===== src/rtl/mix_round_sched.sv =====
// Shared iterative 8-word add/chain mixer with two round-robin requesters and one valid/ready response port.
// Optional `define MIX_ABORT_EN adds an abort input that drops the job in flight without producing a response.
module mix_round_sched #(
    parameter int WORD_W   = 32,
    parameter int ROUNDS_W = 8
) (
    input  logic                  clk,
    input  logic                  rst_n,
    input  logic                  req0_valid,
    output logic                  req0_ready,
    input  logic [8*WORD_W-1:0]   req0_seed,
    input  logic [ROUNDS_W-1:0]   req0_rounds,
    input  logic                  req1_valid,
    output logic                  req1_ready,
    input  logic [8*WORD_W-1:0]   req1_seed,
    input  logic [ROUNDS_W-1:0]   req1_rounds,
`ifdef MIX_ABORT_EN
    input  logic                  abort,
`endif
    output logic                  rsp_valid,
    input  logic                  rsp_ready,
    output logic                  rsp_id,
    output logic [8*WORD_W-1:0]   rsp_data
);

    localparam logic [1:0] IDLE = 2'd0;
    localparam logic [1:0] RUN  = 2'd1;
    localparam logic [1:0] DONE = 2'd2;

    logic [1:0]          state;
    logic [WORD_W-1:0]   s   [8];
    logic [WORD_W-1:0]   nxt [8];
    logic [ROUNDS_W-1:0] cnt;
    logic                ptr;
    logic                id_q;

    logic                grant_id;
    logic                accept;
    logic                abort_w;
    logic [8*WORD_W-1:0] seed_sel;
    logic [ROUNDS_W-1:0] rounds_sel;

`ifdef MIX_ABORT_EN
    assign abort_w = abort;
`else
    assign abort_w = 1'b0;
`endif

    // NOTE: blocking assignments here are intentional: each word must see the
    // freshly updated predecessor within the same round.
    always_comb begin
        nxt[0] = s[0] + s[7];
        for (int i = 1; i < 8; i++) begin
            nxt[i] = s[i] + nxt[i-1] + WORD_W'(i);
        end
    end

    // Pointer only matters on contention; a lone requester always wins.
    assign grant_id   = (req0_valid && req1_valid) ? ptr : req1_valid;
    assign accept     = (state == IDLE) && (req0_valid || req1_valid);
    assign req0_ready = accept && !grant_id;
    assign req1_ready = accept && grant_id;
    assign seed_sel   = grant_id ? req1_seed   : req0_seed;
    assign rounds_sel = grant_id ? req1_rounds : req0_rounds;

    // NOTE: the state words are reset like any other register so that a
    // reset mid-job clears rsp_data immediately.
    always_ff @(posedge clk or negedge rst_n) begin
        if (!rst_n) begin
            state <= IDLE;
            cnt   <= '0;
            ptr   <= 1'b0;
            id_q  <= 1'b0;
            for (int i = 0; i < 8; i++) s[i] <= '0;
        end else begin
            case (state)
                IDLE: begin
                    if (accept) begin
                        for (int i = 0; i < 8; i++) s[i] <= seed_sel[i*WORD_W +: WORD_W];
                        cnt   <= rounds_sel;
                        id_q  <= grant_id;
                        ptr   <= ~grant_id;
                        state <= RUN;
                    end
                end
                RUN: begin
                    if (abort_w) begin
                        state <= IDLE;
                    end else begin
                        // A zero-round job spends one idle RUN cycle so latency is max(N,1).
                        if (cnt != '0) begin
                            for (int i = 0; i < 8; i++) s[i] <= nxt[i];
                            cnt <= cnt - ROUNDS_W'(1);
                        end
                        if (cnt == '0 || cnt == ROUNDS_W'(1)) state <= DONE;
                    end
                end
                DONE: begin
                    if (abort_w || rsp_ready) state <= IDLE;
                end
                default: state <= IDLE;
            endcase
        end
    end

    assign rsp_valid = (state == DONE);
    assign rsp_id    = id_q;

    always_comb begin
        rsp_data = '0;
        for (int i = 0; i < 8; i++) rsp_data[i*WORD_W +: WORD_W] = s[i];
    end

endmodule


===== config.mk =====
export PLATFORM = sky130hd
export DESIGN_NAME = mix_round_sched
export DESIGN_NICKNAME = d
export VERILOG_FILES = /design/src/rtl/mix_round_sched.sv
export SDC_FILE = /design/constraint.sdc
export NUM_CORES = 1
export LEC_CHECK = 0
export ABC_CLOCK_PERIOD_IN_PS = 13200
export CAP_MARGIN = 0
export CORE_ASPECT_RATIO = 0.75
export CORE_MARGIN = 2
export CORE_UTILIZATION = 30
export DETAILED_ROUTE_END_ITERATION = 8
export PLACE_DENSITY = 0.64
export SLEW_MARGIN = 20
export SYNTH_ARGS = -nofsm -noshare
export SYNTH_HDL_FRONTEND = slang
export SYNTH_SLANG_ARGS = --single-unit

===== constraint.sdc =====
create_clock -name clk -period 13.2 [get_ports clk]
set_clock_uncertainty 0.1 [all_clocks]
set_input_delay 1.98 -clock clk [delete_from_list [all_inputs] [get_ports clk]]
set_output_delay 1.98 -clock clk [all_outputs]
set_load 0.02 [all_outputs]

# Word level (Yosys, flattened, before mapping)
# Index checks and enable logic that the tools add are counted.
# W data, S select, Z words.
# word_totals
mem_bits_rw,0
output_inout_bits,260
memories,0
latchBits,0
rom_bits,0
register_bits,268
wordCells,63
# op_classes
n_eq_ne,7
div_mod_pow,0
multipliers,0
n_reduce_logical,14
n_bitwise,1
magnitude_cmp,0
add_sub_neg,16
shifts,0
muxes,13
# ops
cell,count
$mux W256,3
$pmux W256 S2,1
$add A32 B32 Y32,8
$add A32 B3 Y32 const B,4
$add A32 B2 Y32 const B,2
$add A32 B1 Y32 const B,1
$mux W8,3
$pmux W8 S2,1
$eq A8 B1 Y1 const B,1
$logic_not A8 Y1,1
$reduce_bool A8 Y1,1
$sub A8 B1 Y8 const B,1
$mux W2,3
$ne A2 B2 Y1 const B,3
$pmux W2 S3,1
$reduce_and A3 Y1,2
$logic_and A1 B1 Y1,4
$eq A2 B1 Y1 const B,1
$eq A2 B2 Y1 const B,1
$logic_not A2 Y1,1
$logic_or A1 B1 Y1,2
$ne A2 B1 Y1 const B,1
$reduce_and A2 Y1,1
$reduce_bool A2 Y1,1
3 further kinds,3

# Longest topological paths before layout
# Gate-level depths: netlist (run 1).
# depth
depth_word,17
ltp_mapped,73
depth_no_buf,73

# Worst setup path after synthesis (run 1)
# Ideal clock, no wire load.
# synth_timing
path_type,register to register
start,"register s, in the netlist rsp_data[0]"
end,"register s, in the netlist rsp_data[255]"
t_arrival_ns,12.931
path_stages_with_launch,66
setup_time_ns,0.133
t_required_ns,12.967
slack_ns,0.036
n_path_buf,0
path_cell_list,dfrtp_1 ha_1 fa_1 a21o_1 a21oi_1 o21bai_1 a21oi_1 xnor2_1 ha_1 or4_1 o22ai_2 o21bai_1 a21oi_1 xnor2_1 ha_1 ha_1 and3_1 a21oi_1 [... 30 more ...] o21ai_0 xnor2_1 ha_1 ha_1 and3_1 a21oi_1 nand3b_1 xor2_1 ha_1 ha_1 a21o_1 a21o_1 a221oi_1 o31ai_1 xnor2_1 xnor3_1 a21oi_1 a21oi_1
# synth_via
elab_chain_len,17
# synth_rtl
element,line,rtl
from (decl),31,logic [WORD_W-1:0] s [8];
$add A32 B32 Y32,52,nxt[0] = s[0] + s[7];
$add A32 B32 Y32,54,nxt[i] = s[i] + nxt[i-1] + WORD_W'(i);
$add A32 B1 Y32,54,
$add A32 B32 Y32,54,
$add A32 B2 Y32,54,
$add A32 B32 Y32,54,
$add A32 B2 Y32,54,
$add A32 B32 Y32,54,
$add A32 B3 Y32,54,
$add A32 B32 Y32,54,
$add A32 B3 Y32,54,
$add A32 B32 Y32,54,
$add A32 B3 Y32,54,
$add A32 B32 Y32,54,
$add A32 B3 Y32,54,
$mux W256,91,if (cnt != '0) begin
$pmux W256 S2,76,case (state)
# Every way passes these cells. The select of a mux whose other input is x is not followed.
# A chain may end at the register's enable or synchronous reset.

# Worst setup path after layout (run 1)
# Ends and elaborated chain as after synthesis.

==> key figures, run 1 <==
Status
  • Status: complete, but fails checks
  • Failing checks: setup timing

Place
  • Placed cells: approximately 6.2k
  • GP Congestion: around 0.95
  • IO buf count: just under 800
  • Pre-CTS setup slack: -1600 ps
  • Hpwl dp: between 100000 and 150000 um

Floorplan
  • Cell Rows: between 90 and 100
  • Die width: roughly 360 um
  • Initial core utilization: between 30% and 40%
  • Die area: around 0.096 sq mm
  • Die H: between 200 and 300 um
  • Ports: approximately 800
  • Core box area: 0.0932 sq mm

Clocking
  • H-tree depth: 2
  • Clock tree buffer depth: 3
  • Clock slew at reported path FFs: roughly 60 ps
  • Clock Root Buffer: clkbuf_16
  • CTS tree: built
  • CTS buffer count: 36
  • CTS hold repair buffers: 0
  • Clock Sinks: between 200 and 300
  • Worst skew pair latency: approximately 570 ps

Synth
  • Seq/Total Area, Yosys: 23.8%
  • Syn Area/Cell: 7.50 sq um
  • Post-synth top area share: between 20% and 30%
  • Cell with the most instances after synthesis: nand2_1
  • Synth area leaders: dfrtp_1 24%, ha_1 19%, a21oi_1 11%
  • Synth cell types: 83
  • Dominant synthesized flop cell: dfrtp_1
  • Area leader, netlist: dfrtp_1
  • Mapped cell area: 0.0282 sq mm
  • Synth Register Bits: 268
  • Mapped Nets: around 4.7k
  • Post-synth ARST share: between 90% and 100%
  • Post-synth EDFFs: 0
  • Yosys warns: 0
  • Cells after Synth: about 3.8k
  • Most frequent cells after synthesis: 817 x nand2_1, 638 x a21oi_1, 433 x ha_1

Detailed routing
  • Initial DRC count: 2514
  • DRC violations left: 0
  • DRT Wirelength: ~140000 um
  • WL per Instance: between 20 and 25 um
  • Routed vias: approximately 34k
  • Via density per instance: 5.21
  • Antenna viol nets, final: 0
  • Pre-antenna DRT Iters: 5

Critical path
  • Worst path max stage delay: between 400 and 500 ps
  • R2R cell count: 66
  • Worst Setup Path Type: reg -> reg
  • Crit path arrival time: 13840 ps
  • Setup crit start kind: flop
  • Most frequent CP cell: a21oi_2
  • Slowest-stage cell, CP: or4_4
  • CP Capture Type: flop
  • CP max FO: 4
  • CP required: ~14000 ps

Timing
  • Slew Viols, Final: 0
  • Final min period: 13520 ps
  • Final Hold Viols: 0
  • Relative slew slack: around 22%
  • Fin crit share: 102%
  • Final setup viols: 1
  • Unrepaired setup endpoints after global routing: true
  • Worst Tran Pin Value: about 1200 ps
  • Hold_ws: 396 ps
  • Highest Clock Rate: between 70 and 80 MHz
  • Final setup margin: -325 ps

GRT
  • Busiest metal layer after global routing: met2
  • Antenna violations before repair: 3
  • GRT met1 Usage: 39.0%
  • Met2 Usage GRT: 44.2%
  • Via count of the first global-routing pass: about 31k
  • Global-route usage over all layers: between 20 and 30%
  • Largest net degree at the start of global routing: ~220
  • M3 GR Usage: ~4.9%
  • Global-route wire length before repair: roughly 200000 um
  • Total grt overflow: 0

Job
  • # Max-Cap Violations: 0

Finish
  • Multi-input logic area: 0.0239 sq mm
  • Synth-to-Final Area Change: 69.1%
  • Final Instance Count excl. Fillers: ~6.4k
  • Seq. cell area: about 0.0067 sq mm
  • Fillers: roughly 9k
  • Share of post-route cells with drive strength above 1: 25.3%
  • Nets: 6152

Hold path
  • WHS Path Cells: 1
  • Hold/Removal Path Class: reg -> reg
flip-flops by register name, summed over array words and instances (netlist names):
| name | count |
|---|---|
| rsp_data | 256 |
| cnt | 8 |
| state | 2 |
| ptr | 1 |
| rsp_id | 1 |
routing by layer:
| layer | vias up | wire length, um |
|---|---|---|
| li1 | 16100 | - |
| met1 | 16100 | 64300 |
| met2 | 1219 | 64100 |
| met3 | 171 | 10600 |
| met4 | 2 | 4350 |
| met5 | - | 13 |
final cells by class:
type                       instances  area share [%]
timing repair buffer            1560            29.1
inverter                         116           0.914
clock buffer                      51            2.24
clock inverter                    14           0.352
multi-input combinational       3196            50.1
antenna                            3          0.0158
sequential                       268            14.1
tap                             1237            3.25
cell families after synthesis:
family                     after synthesis  synth area share (%)
AOI/OAI and AO/OA                     1309                  26.8
xor gates and xnor gates               227                  7.29
adders and majority gates              441                  19.8
buffers and inverters                  295                  4.02
DFF                                    268                  23.8
muxes                                    6                 0.213
and+or+nand+nor                       1213                  18.1
cell usage in the layout, fill, tap and decap left out, types with 10 or more instances in the layout:
cell type	instances
clkbuf_16	37
nor2_2	20
o21a_1	28
a21oi_2	81
o21ai_0	291
ha_1	315
nand4_1	35
nor2_1	114
o21bai_1	34
xor2_1	33
a211oi_2	11
ha_4	108
xor2_2	17
dfrtp_1	268
o221a_2	12
nor3_1	30
buf_4	739
ha_2	10
o21ai_2	26
nand2_1	806
nand2b_1	27
a21o_1	110
nor2b_1	30
a31oi_1	10
clkdlybuf4s50_1	791
and3_1	15
a21oi_1	550
o211ai_1	13
inv_1	114
buf_6	22
o21ai_1	26
xnor2_1	100
xnor2_4	14
nand3_1	59
xnor2_2	55
stage by stage:
| stage | cell area (sq um) | TNS, ps | utilization (%) |
|---|---|---|---|
| final | 47700 | -325 | 51.1 |
| after CTS | 45000 | -290 | 48.3 |
| after global routing | 47600 | -3320 | 51.1 |
| after detailed placement | 41800 | -11310 | 44.8 |
| after global placement | 41800 | -8290 | 44.8 |
| after floorplan | 28200 | 0 | - |
path summary, 6_finish.rpt:
| path | from | to | slack (ps) |
|---|---|---|---|
| worst max-delay path | rsp_data[0]$_DFFE_PN0P_ | rsp_data[255]$_DFFE_PN0P_ | -320 |
| worst min-delay path | rsp_id$_DFFE_PN0P_ | rsp_id$_DFFE_PN0P_ | 400 |
| worst max register to register | rsp_data[0]$_DFFE_PN0P_ | rsp_data[255]$_DFFE_PN0P_ | -320 |
| worst min register to register | rsp_id$_DFFE_PN0P_ | rsp_id$_DFFE_PN0P_ | 400 |
| max in group asynchronous | rst_n | rsp_data[211]$_DFFE_PN0P_ | 10220 |
| min in group asynchronous | rst_n | rsp_data[65]$_DFFE_PN0P_ | 1330 |
worst max-delay path, delay by kind of cell (launching register included):
| family | cells | cell delay [ps] |
|---|---|---|
| compound gates | 28 | 4910 |
| fa+ha+maj | 15 | 4220 |
| xor+xnor | 9 | 1800 |
| flops | 1 | 390 |
| buf+inv | 4 | 520 |
| simple gates | 10 | 1400 |
what timing repair did:
| item | 4_1_cts | 5_1_grt |
|---|---|---|
| endpoints found under the setup margin | 18 | 17 |
| setup buffers | 64 | 80 |
| gates resized for setup | 257 | 321 |
| pin swaps | 182 | 262 |
Power of run 1 is left out: the tool's default activity adds up to more than one toggle a clock period on the data nets, which glitch-free logic cannot reach.
==> inputs of run 2 (changes only) <==
--- a/config.mk
+++ b/config.mk
@@ -12,6 +12,7 @@
 export CORE_UTILIZATION = 30
 export DETAILED_ROUTE_END_ITERATION = 8
 export PLACE_DENSITY = 0.64
+export SETUP_SLACK_MARGIN = 0.4
 export SLEW_MARGIN = 20
 export SYNTH_ARGS = -nofsm -noshare
 export SYNTH_HDL_FRONTEND = slang
==> key figures, run 2 (synthesis results as in run 1) <==
Status
  • Status: complete, but fails checks
  • Failing checks: setup timing

Floorplan
  • Die area: 0.0964 sq mm (unchanged)
  • Die H: 269 um (unchanged)
  • Core box area: 0.0932 sq mm (unchanged)
  • Initial core utilization: 30.2% (unchanged)
  • Cell Rows: 97 (unchanged)
  • Ports: 793 (unchanged)
  • Die width: 358 um (unchanged)

GRT
  • Global-route wire length before repair: 203000 um (+0.17%)
  • Largest net degree at the start of global routing: 239 (+9.1%)
  • Antenna violations before repair: 8 (+5)
  • Global-route usage over all layers: 28.1% (+0.17 points)
  • Via count of the first global-routing pass: 31.5k (+0.14%)
  • Total grt overflow: 0 (unchanged)

Clocking
  • CTS tree: built
  • Clock slew at reported path FFs: 60 ps (about the same)
  • CTS buffer count: 37 (+2.8%)
  • Clock Root Buffer: clkbuf_16
  • Clock tree buffer depth: 3 (unchanged)
  • Worst skew pair latency: 580 ps (about the same)
  • CTS hold repair buffers: 0 (unchanged)
  • H-tree depth: 2 (unchanged)
  • Clock Sinks: 268 (unchanged)

Detailed routing
  • Initial DRC count: 2622 (+4.3%)
  • DRC violations left: 0 (unchanged)
  • Routed vias: 33.6k (+0.13%)
  • Via density per instance: 5.23 (+0.35%)
  • Antenna viol nets, final: 0 (unchanged)
  • Pre-antenna DRT Iters: 6 (+1)
  • DRT Wirelength: 145000 um (+1.3%)
  • WL per Instance: 22.6 um (+1.5%)

Timing
  • Relative slew slack: 20.0% (-2.0 points)
  • Unrepaired setup endpoints after global routing: true
  • Final Hold Viols: 0 (unchanged)
  • Final setup viols: 1 (unchanged)
  • Final setup margin: -432 ps (-107 ps)
  • Worst Tran Pin Value: 1200 ps (+42.8 ps)
  • Fin crit share: 103% (+0.81 points)
  • Hold_ws: 396 ps (+0.762 ps)
  • Final min period: 13630 ps (+107 ps)
  • Highest Clock Rate: 73.4 MHz (-0.78%)
  • Slew Viols, Final: 0 (unchanged)

Critical path
  • Slowest-stage cell, CP: dfrtp_2
  • Worst flop-to-flop path startpoint: rsp_data[0]$_DFFE_PN0P_
  • Worst path max stage delay: 430 ps (about the same)
  • Critical Path Start: rsp_data[0]$_DFFE_PN0P_
  • R2R setup slack: -430 ps (-110 ps)
  • Worst Setup EP: rsp_data[255]$_DFFE_PN0P_
  • Setup crit start kind: flop
  • Worst Setup Path Type: reg -> reg
  • CP required: 13490 ps (-30 ps)
  • Crit path arrival time: 13920 ps (+80 ps)
  • Worst r2r dst: rsp_data[255]$_DFFE_PN0P_
  • CP max FO: 5 (+1)
  • R2R cell count: 71 (+7.6%)
  • CP Capture Type: flop

Finish
  • Number of flip-flops in the largest register: 256 (unchanged)
  • Synth-to-Final Area Change: 67.9%
  • Share of post-route cells with drive strength above 1: 24.9% (-0.38 points)
  • Commonest non-fill, non-tap cells in the layout: 807 x nand2_1, 791 x clkdlybuf4s50_1, 733 x buf_4
  • Commonest non-fill, non-tap cell in the layout: nand2_1
  • Nets: 6141 (-0.18%)

Hold path
  • Hold/Removal Path Class: reg -> reg

Place
  • GP Congestion: 0.966 (+2.2%)
  • Hpwl dp: 114000 um (+1.5%)
  • IO buf count: 792 (unchanged)

Job
  • # Max-Cap Violations: 0 (unchanged)
## run 2: cell count changes in the layout (fill, tap and decap cells not counted), sizes merged
cell    previous run  this run
clkbuf            51        52
bufinv             3         1
diode              3         5
buf              769       757
inv              119       117
clkinv             5         4
## run 2: final cells by class
class / count / area (sq um)
fill: 8834 / 45900
multi-input combinational: 3196 / 23700
timing repair buffer: 1548 / 13700
sequential: 268 / 6710
tap: 1237 / 1550
clock buffer: 52 / 1050
inverter: 116 / 435
clock inverter: 9 / 81.3
antenna: 5 / 12.5
## run 2: stage by stage
step	setup TNS, ps	setup slack [ps]	std cells	util, %	area (sq um)
floorplan	0	414	3759	-	28200
global placement	-6540	-1140	6238	44.9	41800
detailed placement	-10630	-1460	6238	44.9	41800
CTS	-1880	-439	6343	47.7	44500
global route	-3860	-1080	6427	50.7	47300
finish	-432	-432	6431	50.8	47300
## run 2: worst max-delay path, delay by kind of cell, from the launching register on
family	cells	cell delay, ps
AOI/OAI and AO/OA	26	4570
adders and majority gates	15	4230
xor gates and xnor gates	8	1570
and+or+nand+nor	13	1560
buffers and inverters	9	990
DFF	1	430
## run 2: worst min path at each step
stage                             from                  to  slack, ps  cells after the start
finish              rsp_id$_DFFE_PN0P_  rsp_id$_DFFE_PN0P_        400                      1
global route        rsp_id$_DFFE_PN0P_  rsp_id$_DFFE_PN0P_        410                      1
CTS                 rsp_id$_DFFE_PN0P_  rsp_id$_DFFE_PN0P_        390                      1
detailed placement  rsp_id$_DFFE_PN0P_  rsp_id$_DFFE_PN0P_        370                      1
global placement    rsp_id$_DFFE_PN0P_  rsp_id$_DFFE_PN0P_        370                      1
floorplan           cnt[7]$_DFFE_PN0P_  cnt[7]$_DFFE_PN0P_        370                      1
## run 2: per-layer routing
metal  vias to the layer above  GRT usage [%]  share of wire (%)
met3                       137           5.32                7.7
met2                      1256           44.3                 45
met5                         -              0              0.019
met4                         4           6.72                2.5
met1                     16100           39.3                 45
li1                      16100              -                  -
## run 2: what timing repair did
action | in CTS | in global routing
resized for setup | 181 | 373
endpoints found under the hold margin | 0 | 0
pin swaps | 89 | 223
buffers inserted | 44 | 83
setup endpoints to repair | 24 | 26
Power of run 2 is left out for the same reason.
==> inputs of run 3 (changes only) <==
--- a/config.mk
+++ b/config.mk
@@ -5,12 +5,11 @@
 export SDC_FILE = /design/constraint.sdc
 export NUM_CORES = 1
 export LEC_CHECK = 0
-export ABC_CLOCK_PERIOD_IN_PS = 13200
+export ABC_CLOCK_PERIOD_IN_PS = 14900
 export CAP_MARGIN = 0
-export CORE_ASPECT_RATIO = 0.75
-export CORE_MARGIN = 2
-export CORE_UTILIZATION = 30
+export CORE_AREA = 2 2 305 307
 export DETAILED_ROUTE_END_ITERATION = 8
+export DIE_AREA = 0 0 307 309
 export PLACE_DENSITY = 0.64
 export SETUP_SLACK_MARGIN = 0.4
 export SLEW_MARGIN = 20
==> constraint.sdc (replaced) <==
create_clock -name clk -period 14.9 [get_ports clk]
set_clock_uncertainty 0.1 [all_clocks]
set_input_delay 2.235 -clock clk [delete_from_list [all_inputs] [get_ports clk]]
set_output_delay 2.235 -clock clk [all_outputs]
set_load 0.02 [all_outputs]
==> key figures, run 3 (synthesis results as in run 1) <==
Clocking
  • Clock Sinks: 268 (unchanged)
  • Clock tree buffer depth: 3 (unchanged)
  • CTS tree: built
  • CTS buffer count: 38 (+2.7%)
  • Worst skew pair latency: 560 ps (-20 ps)
  • Clock slew at reported path FFs: 60 ps (about the same)
  • H-tree depth: 2 (unchanged)
  • Clock Root Buffer: clkbuf_16

Place
  • GP Congestion: 0.970 (+0.34%)
  • IO buf count: 792 (unchanged)
  • Placed cells: 5655 (-9.3%)
  • Hpwl dp: 108000 um (-4.8%)
  • Pre-CTS setup slack: -225 ps (+1240 ps)

Finish
  • Number of flip-flops in the largest register: 256 (unchanged)
  • Final Instance Count excl. Fillers: 5765 (-10%)
  • Share of post-route cells with drive strength above 1: 9.98% (-15 points)
  • Multi-input logic area: 0.0218 sq mm (-8.3%)
  • Fillers: 9101 (+3.0%)
  • Commonest non-fill, non-tap cell in the layout: nand2_1
  • Finished Core Util: 44.6% (-6.2 points)
  • Commonest non-fill, non-tap cells in the layout: 816 x nand2_1, 791 x clkdlybuf4s50_1, 606 x a21oi_1
  • Nets: 5531 (-9.9%)
  • Synth-to-Final Area Change: 44.6%
  • Seq. cell area: 0.00671 sq mm (about the same)

Detailed routing
  • Antenna viol nets, final: 0 (unchanged)
  • DRC violations left: 0 (unchanged)
  • DRT Wirelength: 136000 um (-6.6%)
  • Initial DRC count: 2179 (-17%)
  • Via density per instance: 5.32 (+1.8%)
  • Routed vias: 30.7k (-8.7%)
  • WL per Instance: 23.5 um (+4.1%)
  • Pre-antenna DRT Iters: 7 (+1)

Critical path
  • CP required: 15200 ps (+1710 ps)
  • Crit path arrival time: 14280 ps (+360 ps)
  • Slowest-stage cell, CP: o41ai_2
  • Critical Path Start: rsp_data[0]$_DFFE_PN0P_
  • Worst Setup Path Type: reg -> reg
  • CP max FO: 6 (+1)
  • Worst path max stage delay: 450 ps (+20 ps)
  • R2R setup slack: 920 ps (+1360 ps)
  • CP delay by family, top: adder cells
  • Setup crit start kind: flop
  • Worst flop-to-flop path startpoint: rsp_data[0]$_DFFE_PN0P_
  • Worst r2r dst: rsp_data[255]$_DFFE_PN0P_
  • R2R cell count: 64 (-9.9%)
  • CP Capture Type: flop
  • Buf/Inv on CP: 2 (-7)
  • Worst Setup EP: rsp_data[255]$_DFFE_PN0P_
  • Crit path depth: 64 (-9.9%)
  • Most frequent CP cell: ha_1

GRT
  • Global-route wire length before repair: 192000 um (-5.4%)
  • Global-route usage over all layers: 27.1% (-0.94 points)
  • Total grt overflow: 0 (unchanged)
  • Antenna violations before repair: 1 (-7)
  • Via count of the first global-routing pass: 29.4k (-6.7%)
  • Largest net degree at the start of global routing: 234 (-2.1%)

Hold path
  • Hold/Removal Path Class: reg -> reg

Timing
  • Highest Clock Rate: 71.5 MHz (-2.5%)
  • Relative slew slack: 28.9% (+8.8 points)
  • Final min period: 13980 ps (+345 ps)
  • Final setup viols: 0 (-1)
  • Fin crit share: 93.8% (-9.5 points)
  • Final setup margin: 924 ps (+1360 ps)
  • Unrepaired setup endpoints after global routing: false
  • Worst Tran Pin Value: 1070 ps (-132 ps)
  • Slew Viols, Final: 0 (unchanged)
  • Final Hold Viols: 0 (unchanged)

Floorplan
  • Ports: 793 (unchanged)
  • Core box area: 0.0914 sq mm (-2.0%)
  • Initial core utilization: 30.8% (+0.60 points)
  • Die area: 0.0949 sq mm (-1.6%)
  • Cell Rows: 111 (+14%)
  • Die width: 307 um (-14%)
  • Die H: 309 um (+15%)

Status
  • Status: completed

Job
  • # Max-Cap Violations: 0 (unchanged)
-- run 3: area by class of cell --
type / instances / share of cell area [%]
Antenna cell: 1 / 0.00614
Inverter: 116 / 1.07
Sequential cell: 268 / 16.5
Timing Repair Buffer: 937 / 22.3
Clock buffer: 50 / 2.64
Clock inverter: 11 / 0.452
Multi-Input combinational cell: 3196 / 53.4
Tap cell: 1186 / 3.64
-- run 3: routing by layer --
layer | vias up | wire length, um | part of all wire, % | track usage [%]
li1 | 14900 | - | - | -
met1 | 14500 | 57900 | 43 | 34.4
met2 | 1087 | 62900 | 46 | 45.4
met3 | 216 | 8280 | 6.1 | 4.56
met4 | 0 | 6490 | 4.8 | 11.6
met5 | - | 0 | 0 | 0
-- run 3: repair_timing --
| action | 4_1_cts | 5_1_grt |
|---|---|---|
| pin swaps | 7 | 83 |
| resized for setup | 66 | 198 |
| hold buffers | 0 | 0 |
| buffers inserted | 19 | 29 |
| setup endpoints to repair | 8 | 13 |
-- run 3: metrics by stage --
stage | cell area [sq um] | hold WS, ps | TNS (ps)
2_1_floorplan | 28200 | 367 | 0
3_3_place_gp | 37700 | 363 | -750
3_5_place_dp | 37700 | 366 | -570
4_1_cts | 39500 | 389 | 0
5_1_grt | 40700 | 417 | 0
6_report | 40700 | 386 | 0
-- run 3: how the worst min path moves through the flow --
stage | from | to | slack [ps] | cells past startpoint
2_1_floorplan | cnt[7]$_DFFE_PN0P_ | cnt[7]$_DFFE_PN0P_ | 370 | 1
3_3_place_gp | rsp_id$_DFFE_PN0P_ | rsp_id$_DFFE_PN0P_ | 360 | 1
3_5_place_dp | rsp_id$_DFFE_PN0P_ | rsp_id$_DFFE_PN0P_ | 370 | 1
4_1_cts | rsp_id$_DFFE_PN0P_ | rsp_id$_DFFE_PN0P_ | 390 | 1
5_1_grt | rsp_id$_DFFE_PN0P_ | rsp_id$_DFFE_PN0P_ | 420 | 1
6_report | rsp_id$_DFFE_PN0P_ | rsp_id$_DFFE_PN0P_ | 390 | 1
Power of run 3 is left out for the same reason.
